File: src/rtl/rr_sel_arbiter_pkg.sv
// Shared definitions for the round-robin select arbiter and the downstream
// 4:1 mux benches: FSM state encoding, mux select codes and index helpers.
package rr_sel_arbiter_pkg;

    typedef enum logic [0:0] {
        ST_IDLE = 1'b0,
        ST_BUSY = 1'b1
    } arb_state_t;

    // Select codes follow the mux wiring: sel[0] picks the A/B or C/D pair,
    // sel[1] picks the member within the pair.
    localparam logic [1:0] SEL_A = 2'b00;
    localparam logic [1:0] SEL_B = 2'b10;
    localparam logic [1:0] SEL_C = 2'b01;
    localparam logic [1:0] SEL_D = 2'b11;

    // Requester index (0=A .. 3=D) to mux select code.
    function automatic logic [1:0] idx_to_sel(input logic [1:0] idx);
        logic [1:0] code;
        case (idx)
            2'd0:    code = SEL_A;
            2'd1:    code = SEL_B;
            2'd2:    code = SEL_C;
            2'd3:    code = SEL_D;
            default: code = SEL_A;
        endcase
        return code;
    endfunction

    // One-hot requester vector to index; non-one-hot values map to A.
    function automatic logic [1:0] onehot_to_idx(input logic [3:0] oh);
        logic [1:0] idx;
        case (oh)
            4'b0001: idx = 2'd0;
            4'b0010: idx = 2'd1;
            4'b0100: idx = 2'd2;
            4'b1000: idx = 2'd3;
            default: idx = 2'd0;
        endcase
        return idx;
    endfunction

endpackage

File: src/rtl/rr_sel_arbiter_pick.sv
// Combinational round-robin picker: the first set request bit found when
// searching upward from ptr (modulo 4) is returned one-hot.
module rr_pick
    import rr_sel_arbiter_pkg::*;
(
    input  logic [3:0] req,
    input  logic [1:0] ptr,
    output logic [3:0] pick,
    output logic       any
);

    logic       found_s;
    logic [1:0] idx_s;

    // Walk the four positions in priority order and keep the first hit.
    always_comb begin
        pick    = 4'b0000;
        found_s = 1'b0;
        idx_s   = ptr;
        for (int i = 0; i < 4; i++) begin
            idx_s = ptr + 2'(i);
            if (!found_s && req[idx_s]) begin
                pick[idx_s] = 1'b1;
                found_s     = 1'b1;
            end else begin
                found_s = found_s;
            end
        end
        any = |req;
    end

endmodule

File: src/rtl/rr_sel_arbiter.sv
// Round-robin arbiter driving a 4:1 mux select. A grant is held until the
// owner signals done, drops its request, or has held it MAX_HOLD cycles.
// Every release is followed by at least one idle cycle.
module rr_sel_arbiter
    import rr_sel_arbiter_pkg::*;
#(
    parameter int unsigned MAX_HOLD = 8
) (
    input  logic       clk,
    input  logic       reset,
    input  logic [3:0] req,
    input  logic       done,
    output logic [3:0] grant,
    output logic [1:0] sel,
    output logic       valid,
    output logic       timeout
);

    localparam logic [3:0] HOLD_LIMIT = 4'(MAX_HOLD);

    arb_state_t state_r, state_s;
    logic [1:0] ptr_r, ptr_s;
    logic [3:0] cnt_r, cnt_s;
    logic [3:0] grant_s;
    logic [1:0] sel_s;
    logic       valid_s;
    logic       timeout_s;
    logic [3:0] pick_s;
    logic       any_s;
    logic [1:0] owner_s;
    logic       at_limit_s;
    logic       release_s;

    rr_pick u_pick (
        .req  (req),
        .ptr  (ptr_r),
        .pick (pick_s),
        .any  (any_s)
    );

    // Next-state and next-output decode; all outputs are registered below.
    always_comb begin
        state_s    = state_r;
        ptr_s      = ptr_r;
        cnt_s      = cnt_r;
        grant_s    = grant;
        sel_s      = sel;
        valid_s    = valid;
        timeout_s  = 1'b0;
        owner_s    = onehot_to_idx(grant);
        at_limit_s = (cnt_r == HOLD_LIMIT);
        release_s  = done | ~req[owner_s] | at_limit_s;
        case (state_r)
            ST_IDLE: begin
                if (any_s) begin
                    state_s = ST_BUSY;
                    grant_s = pick_s;
                    sel_s   = idx_to_sel(onehot_to_idx(pick_s));
                    valid_s = 1'b1;
                    cnt_s   = 4'd1;
                end else begin
                    grant_s = 4'b0000;
                    valid_s = 1'b0;
                end
            end
            ST_BUSY: begin
                if (release_s) begin
                    state_s   = ST_IDLE;
                    grant_s   = 4'b0000;
                    valid_s   = 1'b0;
                    cnt_s     = 4'd0;
                    ptr_s     = owner_s + 2'd1;
                    // Only a pure hold-limit expiry counts as a timeout.
                    timeout_s = at_limit_s & ~done & req[owner_s];
                end else begin
                    cnt_s = cnt_r + 4'd1;
                end
            end
            default: begin
                state_s = ST_IDLE;
                grant_s = 4'b0000;
                valid_s = 1'b0;
                cnt_s   = 4'd0;
            end
        endcase
    end

    // State, pointer, counter and output registers with asynchronous clear.
    always_ff @(posedge clk or posedge reset) begin
        if (reset) begin
            state_r <= ST_IDLE;
            ptr_r   <= 2'd0;
            cnt_r   <= 4'd0;
            grant   <= 4'b0000;
            sel     <= SEL_A;
            valid   <= 1'b0;
            timeout <= 1'b0;
        end else begin
            state_r <= state_s;
            ptr_r   <= ptr_s;
            cnt_r   <= cnt_s;
            grant   <= grant_s;
            sel     <= sel_s;
            valid   <= valid_s;
            timeout <= timeout_s;
        end
    end

endmodule

File: config.mk
export PLATFORM = sky130hd
export DESIGN_NAME = rr_sel_arbiter
export DESIGN_NICKNAME = d
export VERILOG_FILES = /design/src/rtl/rr_sel_arbiter_pkg.sv /design/src/rtl/rr_sel_arbiter_pick.sv /design/src/rtl/rr_sel_arbiter.sv
export SDC_FILE = /design/constraint.sdc
export NUM_CORES = 1
export LEC_CHECK = 0
export CAP_MARGIN = 15
export CORE_MARGIN = 8
export CORE_UTILIZATION = 50
export CTS_CLUSTER_SIZE = 16
export DETAILED_ROUTE_END_ITERATION = 8
export GPL_TIMING_DRIVEN = 1
export PLACE_DENSITY = 0.78
export RECOVER_POWER = 100
export SLEW_MARGIN = 20
export SYNTH_ARGS = -nofsm -noshare
export SYNTH_HDL_FRONTEND = slang
export SYNTH_HIERARCHICAL = 1
export SYNTH_SLANG_ARGS = --single-unit
File: constraint.sdc
create_clock -name clk -period 6.3 [get_ports clk]
set_input_delay 0.945 -clock clk [delete_from_list [all_inputs] [get_ports clk]]
set_output_delay 0.945 -clock clk [all_outputs]
set_load 0.02 [all_outputs]
Word level (Yosys, flattened, before mapping) --
Index checks and enable logic that the tools add are counted.
Storage, ports and cells: word-level logic and storage cells 100, flip-flop bits (word level) 15, input port bits 7, output and inout bits 8
Cells by class: mux-type cells 43, $lt $le $gt $ge 9, bitwise operators 10, eq/ne operators 12, reduce and logical (&&, ||, !) cells 14, add/subtract/negate cells 5
Operators by type and width (count):
- $mux W4 | 8
- $mux W1 | 17
- $pmux W4 S2 | 2
- $lt A2 B3 Y1 const B | 5
- $eq A4 B4 Y1 const B | 3
- $or A4 B4 Y4 | 3
- $pmux W2 S3 | 2
- $bmux W1 S2 | 5
- $demux W1 S2 | 4
- $eq A4 B2 Y1 const B | 2
- $eq A4 B3 Y1 const B | 2
- $ge A2 B1 Y1 const B | 4
- $pmux W2 S4 | 1
- $logic_and A1 B1 Y1 | 7
- $add A2 B1 Y2 const B | 2
- $add A2 B2 Y2 const B | 2
- $add A4 B1 Y4 const B | 1
- $eq A2 B2 Y1 const B | 2
- $mux W2 | 2
- $pmux W1 S2 | 2
- $reduce_and A2 Y1 | 2
- $reduce_or A4 Y1 | 1
- $logic_not A1 Y1 | 3
- $not A1 Y1 | 3
- other kinds (6) | 8

Longest topological paths before layout --
Gate-level depths: netlist (run 1).
word-level depth 18, mapped depth 8, depth with buffers taken out 8

By module --
The synthesis (run 1) kept the hierarchy.
Modules (own cells, without submodules):
- rr_sel_arbiter | sequential area each 375.4 sq um, cells an instance 82, times used 1, area an instance 794.5 sq um
- rr_pick | sequential area each 0.0 sq um, cells an instance 37, times used 1, area an instance 345.3 sq um

Worst setup path before layout (run 1) --
No wires, ideal clock.
kind input -> register, start input req[3], end register sel[1], buffers on the path 1, data required time 6190 ps, path slack 3776 ps, setup time 110 ps, arrival time 2413 ps, stages on the path 7, cells stage by stage mux4_2 -> buf_6 -> nor4b_4 -> nand2_1 -> o211ai_1 -> xnor2_1 -> o41ai_1
Between the ends: word-level cells in the longest chain between the ends 18, elaborated cells between the ends (all ways) 37, those cells by class 6 x eq/ne; 19 x mux; 3 x bitwise; 9 x reduce/logical
RTL lines:
- start: declaration | RTL line rr_sel_arbiter.sv:11 | input logic [3:0] req,
- $bmux W1 S2 | RTL line rr_sel_arbiter_pick.sv:22 | if (!found_s && req[idx_s]) begin
- $mux W1 (implied by the code) | RTL line rr_sel_arbiter_pick.sv:22
- $mux W1 | RTL line rr_sel_arbiter_pick.sv:22
- $logic_not A1 Y1 | RTL line rr_sel_arbiter_pick.sv:22
- $logic_and A1 B1 Y1 | RTL line rr_sel_arbiter_pick.sv:22
- $mux W1 | RTL line rr_sel_arbiter_pick.sv:22
- $logic_not A1 Y1 | RTL line rr_sel_arbiter_pick.sv:22
- $logic_and A1 B1 Y1 | RTL line rr_sel_arbiter_pick.sv:22
- [... 3 more ...]
- $mux W4 * | RTL line rr_sel_arbiter_pick.sv:22
- via pick_s[3] | RTL line rr_sel_arbiter.sv:28 | logic [3:0] pick_s;
- $eq A4 B4 Y1, or another cell as far along | RTL line rr_sel_arbiter_pkg.sv:33 | case (oh)
- $pmux W2 S3 * | RTL line rr_sel_arbiter_pkg.sv:33
- $mux W2 * | RTL line rr_sel_arbiter.sv:55 | if (any_s) begin
- $mux W2 * | RTL line rr_sel_arbiter.sv:53 | case (state_r)
- $eq A2 B2 Y1, or another cell as far along | RTL line rr_sel_arbiter_pkg.sv:20 | case (idx)
- $pmux W2 S4 * | RTL line rr_sel_arbiter_pkg.sv:20
- end signal: assignment | RTL line rr_sel_arbiter.sv:103 | sel <= sel_s;
- end: declaration | RTL line rr_sel_arbiter.sv:14 | output logic [1:0] sel,
Mark *: on every way through the listed nets, which the timed path passes. The rest lies on a longest branch. The select of a mux whose other input is x is not followed. A chain may end at the register's enable or synchronous reset.

Final worst setup path (run 1) --
start input req[2], end register sel[1]
The elaborated chain is that of the path after synthesis.

==> run summary, run 1 <==
Post-DRT Antenna Nets: 0
Bufs on Longest Clock Path: 2
Final setup fails: 0
Multi-input logic area: 628 um^2
Die area: 4060 um^2
Tightest Pin Transition: 663 ps
Global-route wire length before repair: 3840 um
Ant. Diodes: 0
Seq/Total Area, Yosys: 32.9%
Critical path capture point type: register
Slowest cell on crit path: nor4b_1
Final core occ: 57.9%
CTS root buf: clkbuf_4
DP HPWL: 1780 um
Hold Buf Count CTS: 0
CP startpoint kind: primary input
Critical path data required time: 6460 ps
Initial antenna violation count: 0
TritonCTS clock tree: done
CP Launch Point: req[2]
Clock Sinks: 15
Starting DRT DRC Count: 45
Power per Cell Area: 412 nW/um^2
Status: completed
Area of the core: 2190 um^2
Slew margin rel.: 55.4%
Lkg Pwr: 0.560 nW
Fillers: 203
Worst hold start: sel[0]$_DFFE_PP0P_
Std cell rows: 17
Grt ovf: 0
Post-synth cell types: 33
RePlAce Congestion: 0.878
Mapped Nets: 134
Largest net degree at the start of global routing: 16
FMAX: 299 MHz
Io pins: 15
Cell Chain, Critical Path: dlygate4sd3_1, mux4_2, nor4b_1, nand2_1, o211ai_1, xnor2_1, o41ai_1
Clock Latency Late Sink: 280 ps
HP Class: reg -> reg
Yosys Warn Count: 6
CP Max Fanout: 10
Synth-to-Final Area Change: 11.3%
Number of global-route vias before repair: 892
Flops & latches, synth: 15
Chip height: 63.7 um
Via count: 908
Post-route setup TNS: 0 ps
FF-to-FF Start: ptr_r[0]$_DFFE_PP0P_
Layout cells sized above 1: 7.52%
Crit path DAT: 3510 ps
Final min period: 3350 ps
Post-CTS sizing: 0
Register area: 375 um^2
Post-synth EDFFs: 0
Syn_area_per_cell: 9.58 um^2
WL/cell: 14.1 um
Vias per Instance: 5.64
First-pass DRT Iterations: 5
IO buf count: 14
Final Hold Viols: 0
Fin crit share: 53.1%
Drt drc: 0
Starting Density: 52.0%
Clock slew at reported path FFs: 80 ps
Async SR Flop Fraction: 100%
Cells after synthesis: 119
Setup CP Type: in -> reg
WL final: 2280 um
RSZ-0062 raised after global routing: no
Ys flop type: dfrtp_1
CTS buffer count: 3
Fin. max-slew vios: 0
Setup repair bufs after CTS: 0
Overall Global Routing Usage: 11.4%
Max VDD drop: 0.233 mV
Layout Nets: 149
Die W: 63.7 um
Max incr delay on CP: 640 ps
H-tree depth: 1
Cell Area, Synth: 1140 um^2
Worst Skew: 5.64 ps
Max_cap viols: 0
[synth_stat cells (3+ instances only)]
cell       n  area, um^2
inv_1     17        63.8
dfrtp_1   15         375
nand2_1   15        56.3
ha_1       8         100
o21ai_0    8        40.0
a21oi_1    5        25.0
nor2_1     5        18.8
a21o_2     4        35.0
nand3_1    4        20.0
o211ai_1   4        30.0
xnor2_1    3        26.3
[stage by stage]
stage	instance area [um^2]	setup slack, ps	std cells	total power [mW]	hold slack [ps]
after global routing	1270	2570	161	0.567	492
after global placement	1280	3110	157	0.479	469
after detailed placement	1280	3000	157	0.493	473
after CTS	1300	3290	161	0.548	493
final	1270	2950	161	0.522	477
after floorplan	1140	3780	119	0.418	491
[flip-flops by register name, indices dropped and copies added (netlist names)]
| signal | count |
|---|---|
| cnt_r | 4 |
| state_r | 1 |
| ptr_r | 2 |
| valid | 1 |
| sel | 2 |
| grant | 4 |
| timeout | 1 |
[final timing paths]
check / end / depth (start not counted) / slack (ps)
min in group asynchronous: ptr_r[0]$_DFFE_PP0P_ / 2 / 1160
worst min-delay path: sel[0]$_DFFE_PP0P_ / 2 / 480
max in group asynchronous: sel[0]$_DFFE_PP0P_ / 2 / 4760
worst min register to register: sel[0]$_DFFE_PP0P_ / 2 / 480
worst max register to register: sel[1]$_DFFE_PP0P_ / 8 / 3410
worst max-delay path: sel[1]$_DFFE_PP0P_ / 7 / 2950
[final cells by class]
class / count / area share (%)
Clock buffer: 4 / 2.07
Inverter: 17 / 5.03
Tap cell: 28 / 2.76
Multi-Input combinational cell: 83 / 49.5
Sequential cell: 15 / 29.6
Timing Repair Buffer: 14 / 11.0
[layer usage]
layer,share of wire (%),up-vias,track usage (%)
met5,0,-,0
met4,1.6,0,4.18
met3,3.7,7,2.79
met2,50,18,20.9
met1,45,436,12.5
li1,-,447,-
[worst max-delay path, delay by kind of cell]
| family | cells | cell delay (ps) |
|---|---|---|
| simple gates | 2 | 750 |
| buf+inv | 1 | 610 |
| xor+xnor | 1 | 130 |
| mux | 1 | 590 |
| compound gates | 2 | 480 |
[power by group]
part | switching (mW) | internal (mW)
sequential | 0.0463 | 0.126
clock | 0.0293 | 0.0246
combinational | 0.158 | 0.138
[cell families after synthesis]
group	share of synthesized area [%]
flops	32.9
simple gates	17.5
buf+inv	8.89
compound gates	17.2
fa+ha+maj	8.78
mux	10.9
xor+xnor	3.84
[layout by cell type, fill, tap and decap left out, drive strengths merged, types with 3 or more instances in the layout]
master / n
inv: 17
nand2: 15
dfrtp: 15
dlygate4sd3: 10
o21ai: 8
ha: 8
nand3: 5
nor2: 5
a21oi: 5
clkdlybuf4s50: 4
a21o: 4
o211ai: 4
clkbuf: 4
mux4: 4
xnor2: 3
(Power assumes the default switching activity.)
==> inputs of run 2 (changes only) <==
--- a/config.mk
+++ b/config.mk
@@ -7,11 +7,11 @@
 export LEC_CHECK = 0
 export CAP_MARGIN = 15
 export CORE_MARGIN = 8
-export CORE_UTILIZATION = 50
+export CORE_UTILIZATION = 49
 export CTS_CLUSTER_SIZE = 16
 export DETAILED_ROUTE_END_ITERATION = 8
 export GPL_TIMING_DRIVEN = 1
-export PLACE_DENSITY = 0.78
+export PLACE_DENSITY = 0.8
 export RECOVER_POWER = 100
 export SLEW_MARGIN = 20
 export SYNTH_ARGS = -nofsm -noshare
==> constraint.sdc (replaced) <==
create_clock -name clk -period 2.9 [get_ports clk]
set_input_delay 0.435 -clock clk [delete_from_list [all_inputs] [get_ports clk]]
set_output_delay 0.435 -clock clk [all_outputs]
set_load 0.02 [all_outputs]
==> run 2 against run 1 <==
Net effect: via count fell by 2.5%; wire length rose by 5.8%; critical path depth rose by 1; critical endpoint is now sel[0]$_DFFE_PP0P_; highest routed layer unchanged; combinational power rose by 120%; sequential share of layout area fell by 0.35 points; largest power group unchanged.
==> run summary, run 2 (same netlist as run 1, synthesis figures left out) <==
Tightest Pin Transition: 691 ps (+28.3 ps)
RSZ-0062 raised after global routing: no
Via count: 885 (-2.5%)
Final Hold Viols: 0 (unchanged)
CP startpoint kind: register
Global-route wire length before repair: 4130 um (+7.5%)
Crit path DAT: 2800 ps (-710 ps)
Post-CTS sizing: 0 (unchanged)
Die W: 64.2 um (+0.76%)
Area of the core: 2210 um^2 (+0.97%)
Critical path capture point type: register
RePlAce Congestion: 0.830 (-5.5%)
Overall Global Routing Usage: 12.3% (+0.86 points)
Grt ovf: 0 (unchanged)
Most common cell after layout, fill and taps aside: inv_1
CTS root buf: clkbuf_4
Placed Cells: 157 (unchanged)
Largest registers: cnt_r x4, grant x4
Synth-to-Final Area Change: 12.6%
HP Class: reg -> reg
IO buf count: 14 (unchanged)
Dpl ws: 168 ps (-2830 ps)
Slowest cell on crit path: dfrtp_1
FMAX: 380 MHz
Std cell rows: 17 (unchanged)
Fillers: 205 (+0.99%)
Post-Layout Cell Count: 161 (unchanged)
Drt drc: 0 (unchanged)
Clock slew at reported path FFs: 80 ps (about the same)
Setup repair bufs after CTS: 0 (unchanged)
First-pass DRT Iterations: 4 (-1)
CP bufs+invs: 1 (unchanged)
Final setup fails: 0 (unchanged)
Final Power: 1.16 mW (+120%)
Cell Chain, Critical Path: inv_1, ha_1, mux4_2, nor4b_4, nand2_1, o211ai_1, xnor2_1, o41ai_1
H-tree depth: 1 (unchanged)
Worst hold slack: 484 ps (+7.79 ps)
Io pins: 15 (unchanged)
Clock Latency Late Sink: 280 ps (about the same)
TritonCTS clock tree: done
Delay-heaviest family, CP: flip-flops
Max_cap viols: 0 (unchanged)
Ant. Diodes: 0 (unchanged)
Number of global-route vias before repair: 931 (+4.4%)
Starting Density: 51.5% (-0.50 points)
Initial antenna violation count: 0 (unchanged)
Final setup margin: 269 ps (-2680 ps)
Starting DRT DRC Count: 43 (-4.4%)
Die area: 4130 um^2 (+1.5%)
Power per Cell Area: 902 nW/um^2 (+120%)
Max VDD drop: 0.513 mV (+120%)
Hold Buf Count CTS: 0 (unchanged)
Clock Sinks: 15 (unchanged)
Max incr delay on CP: 580 ps (-60 ps)
Lkg Pwr: 0.566 nW (+1.2%)
Layout cells sized above 1: 8.27% (+0.75 points)
Setup CP Type: reg -> reg
Largest net degree at the start of global routing: 16 (unchanged)
Post-DRT Antenna Nets: 0 (unchanged)
WL/cell: 15.0 um (+5.8%)
Chip height: 64.2 um (+0.76%)
Status: completed
Fin crit share: 90.7%
Commonest cells after routing, fill and taps aside: 17 x inv_1, 15 x nand2_1, 15 x dfrtp_1, 10 x dlygate4sd3_1
Slew margin rel.: 53.5% (-1.9 points)
Final min period: 2630 ps
CTS buffer count: 3 (unchanged)
Post-route setup TNS: 0 ps (unchanged)
Layout Nets: 149 (unchanged)
Bufs on Longest Clock Path: 2 (unchanged)
WL final: 2410 um (+5.8%)
Critical path data required time: 3070 ps (-3390 ps)
Vias per Instance: 5.50 (-2.5%)
Fin. max-slew vios: 0 (unchanged)
DP HPWL: 1880 um (+5.5%)
CP Max Fanout: 9 (-1)
Worst Skew: 0.908 ps (-4.73 ps)
-- run 2: cell types whose count changed in the layout (fill, tap and decap cells not counted) --
cell     previous run  this run
nor4b_1             2         1
nor4b_4             0         1
-- run 2: through the flow --
| stage | area (um^2) | utilization, % |
|---|---|---|
| after detailed placement | 1280 | 57.7 |
| final | 1280 | 58.0 |
| after global routing | 1280 | 58.0 |
| after CTS | 1300 | 58.9 |
| after global placement | 1280 | 57.7 |
| after floorplan | 1140 | - |
-- run 2: power by group --
group / total [mW] / switching [mW] / internal [mW]
logic: 0.661 / 0.353 / 0.308
clock network: 0.118 / 0.0641 / 0.0535
registers: 0.379 / 0.105 / 0.274
total: 1.16 / 0.522 / 0.636
-- run 2: path summary, 6_finish.rpt --
path                                 startpoint              endpoint  slack [ps]  cells past startpoint
max                        ptr_r[0]$_DFFE_PP0P_    sel[0]$_DFFE_PP0P_         270                      8
min in group asynchronous                 reset  cnt_r[1]$_DFFE_PP0P_         630                      2
min reg2reg                  sel[1]$_DFFE_PP0P_    sel[1]$_DFFE_PP0P_         480                      2
max reg2reg                ptr_r[0]$_DFFE_PP0P_    sel[0]$_DFFE_PP0P_         270                      8
max in group asynchronous                 reset  cnt_r[3]$_DFFE_PP0P_        1910                      2
min                          sel[1]$_DFFE_PP0P_    sel[1]$_DFFE_PP0P_         480                      2
-- run 2: per-layer routing --
metal  part of all wire [%]  wire (um)  GRT usage, %  vias to the layer above
li1                       -          -             -                      448
met1                     42       1020          13.5                      421
met2                     53       1280          22.1                       14
met3                    4.2        102          3.14                        2
met4                   0.58         14          4.90                        0
met5                      0          0             0                        -
-- run 2: cell type report --
class / instances / area (um^2) / share of cell area (%)
sequential: 15 / 375 / 29.2
inverter: 17 / 63.8 / 4.97
timing repair buffer: 14 / 140 / 10.9
clock buffer: 4 / 26.3 / 2.05
tap: 28 / 35.0 / 2.73
multi-input combinational: 83 / 643 / 50.1
-- run 2: worst min-delay path: cells and delay by family, from the launching register on --
| kind | cells | cell delay [ps] |
|---|---|---|
| DFF | 1 | 350 |
| AOI/OAI and AO/OA | 1 | 60 |
| and+or+nand+nor | 1 | 50 |
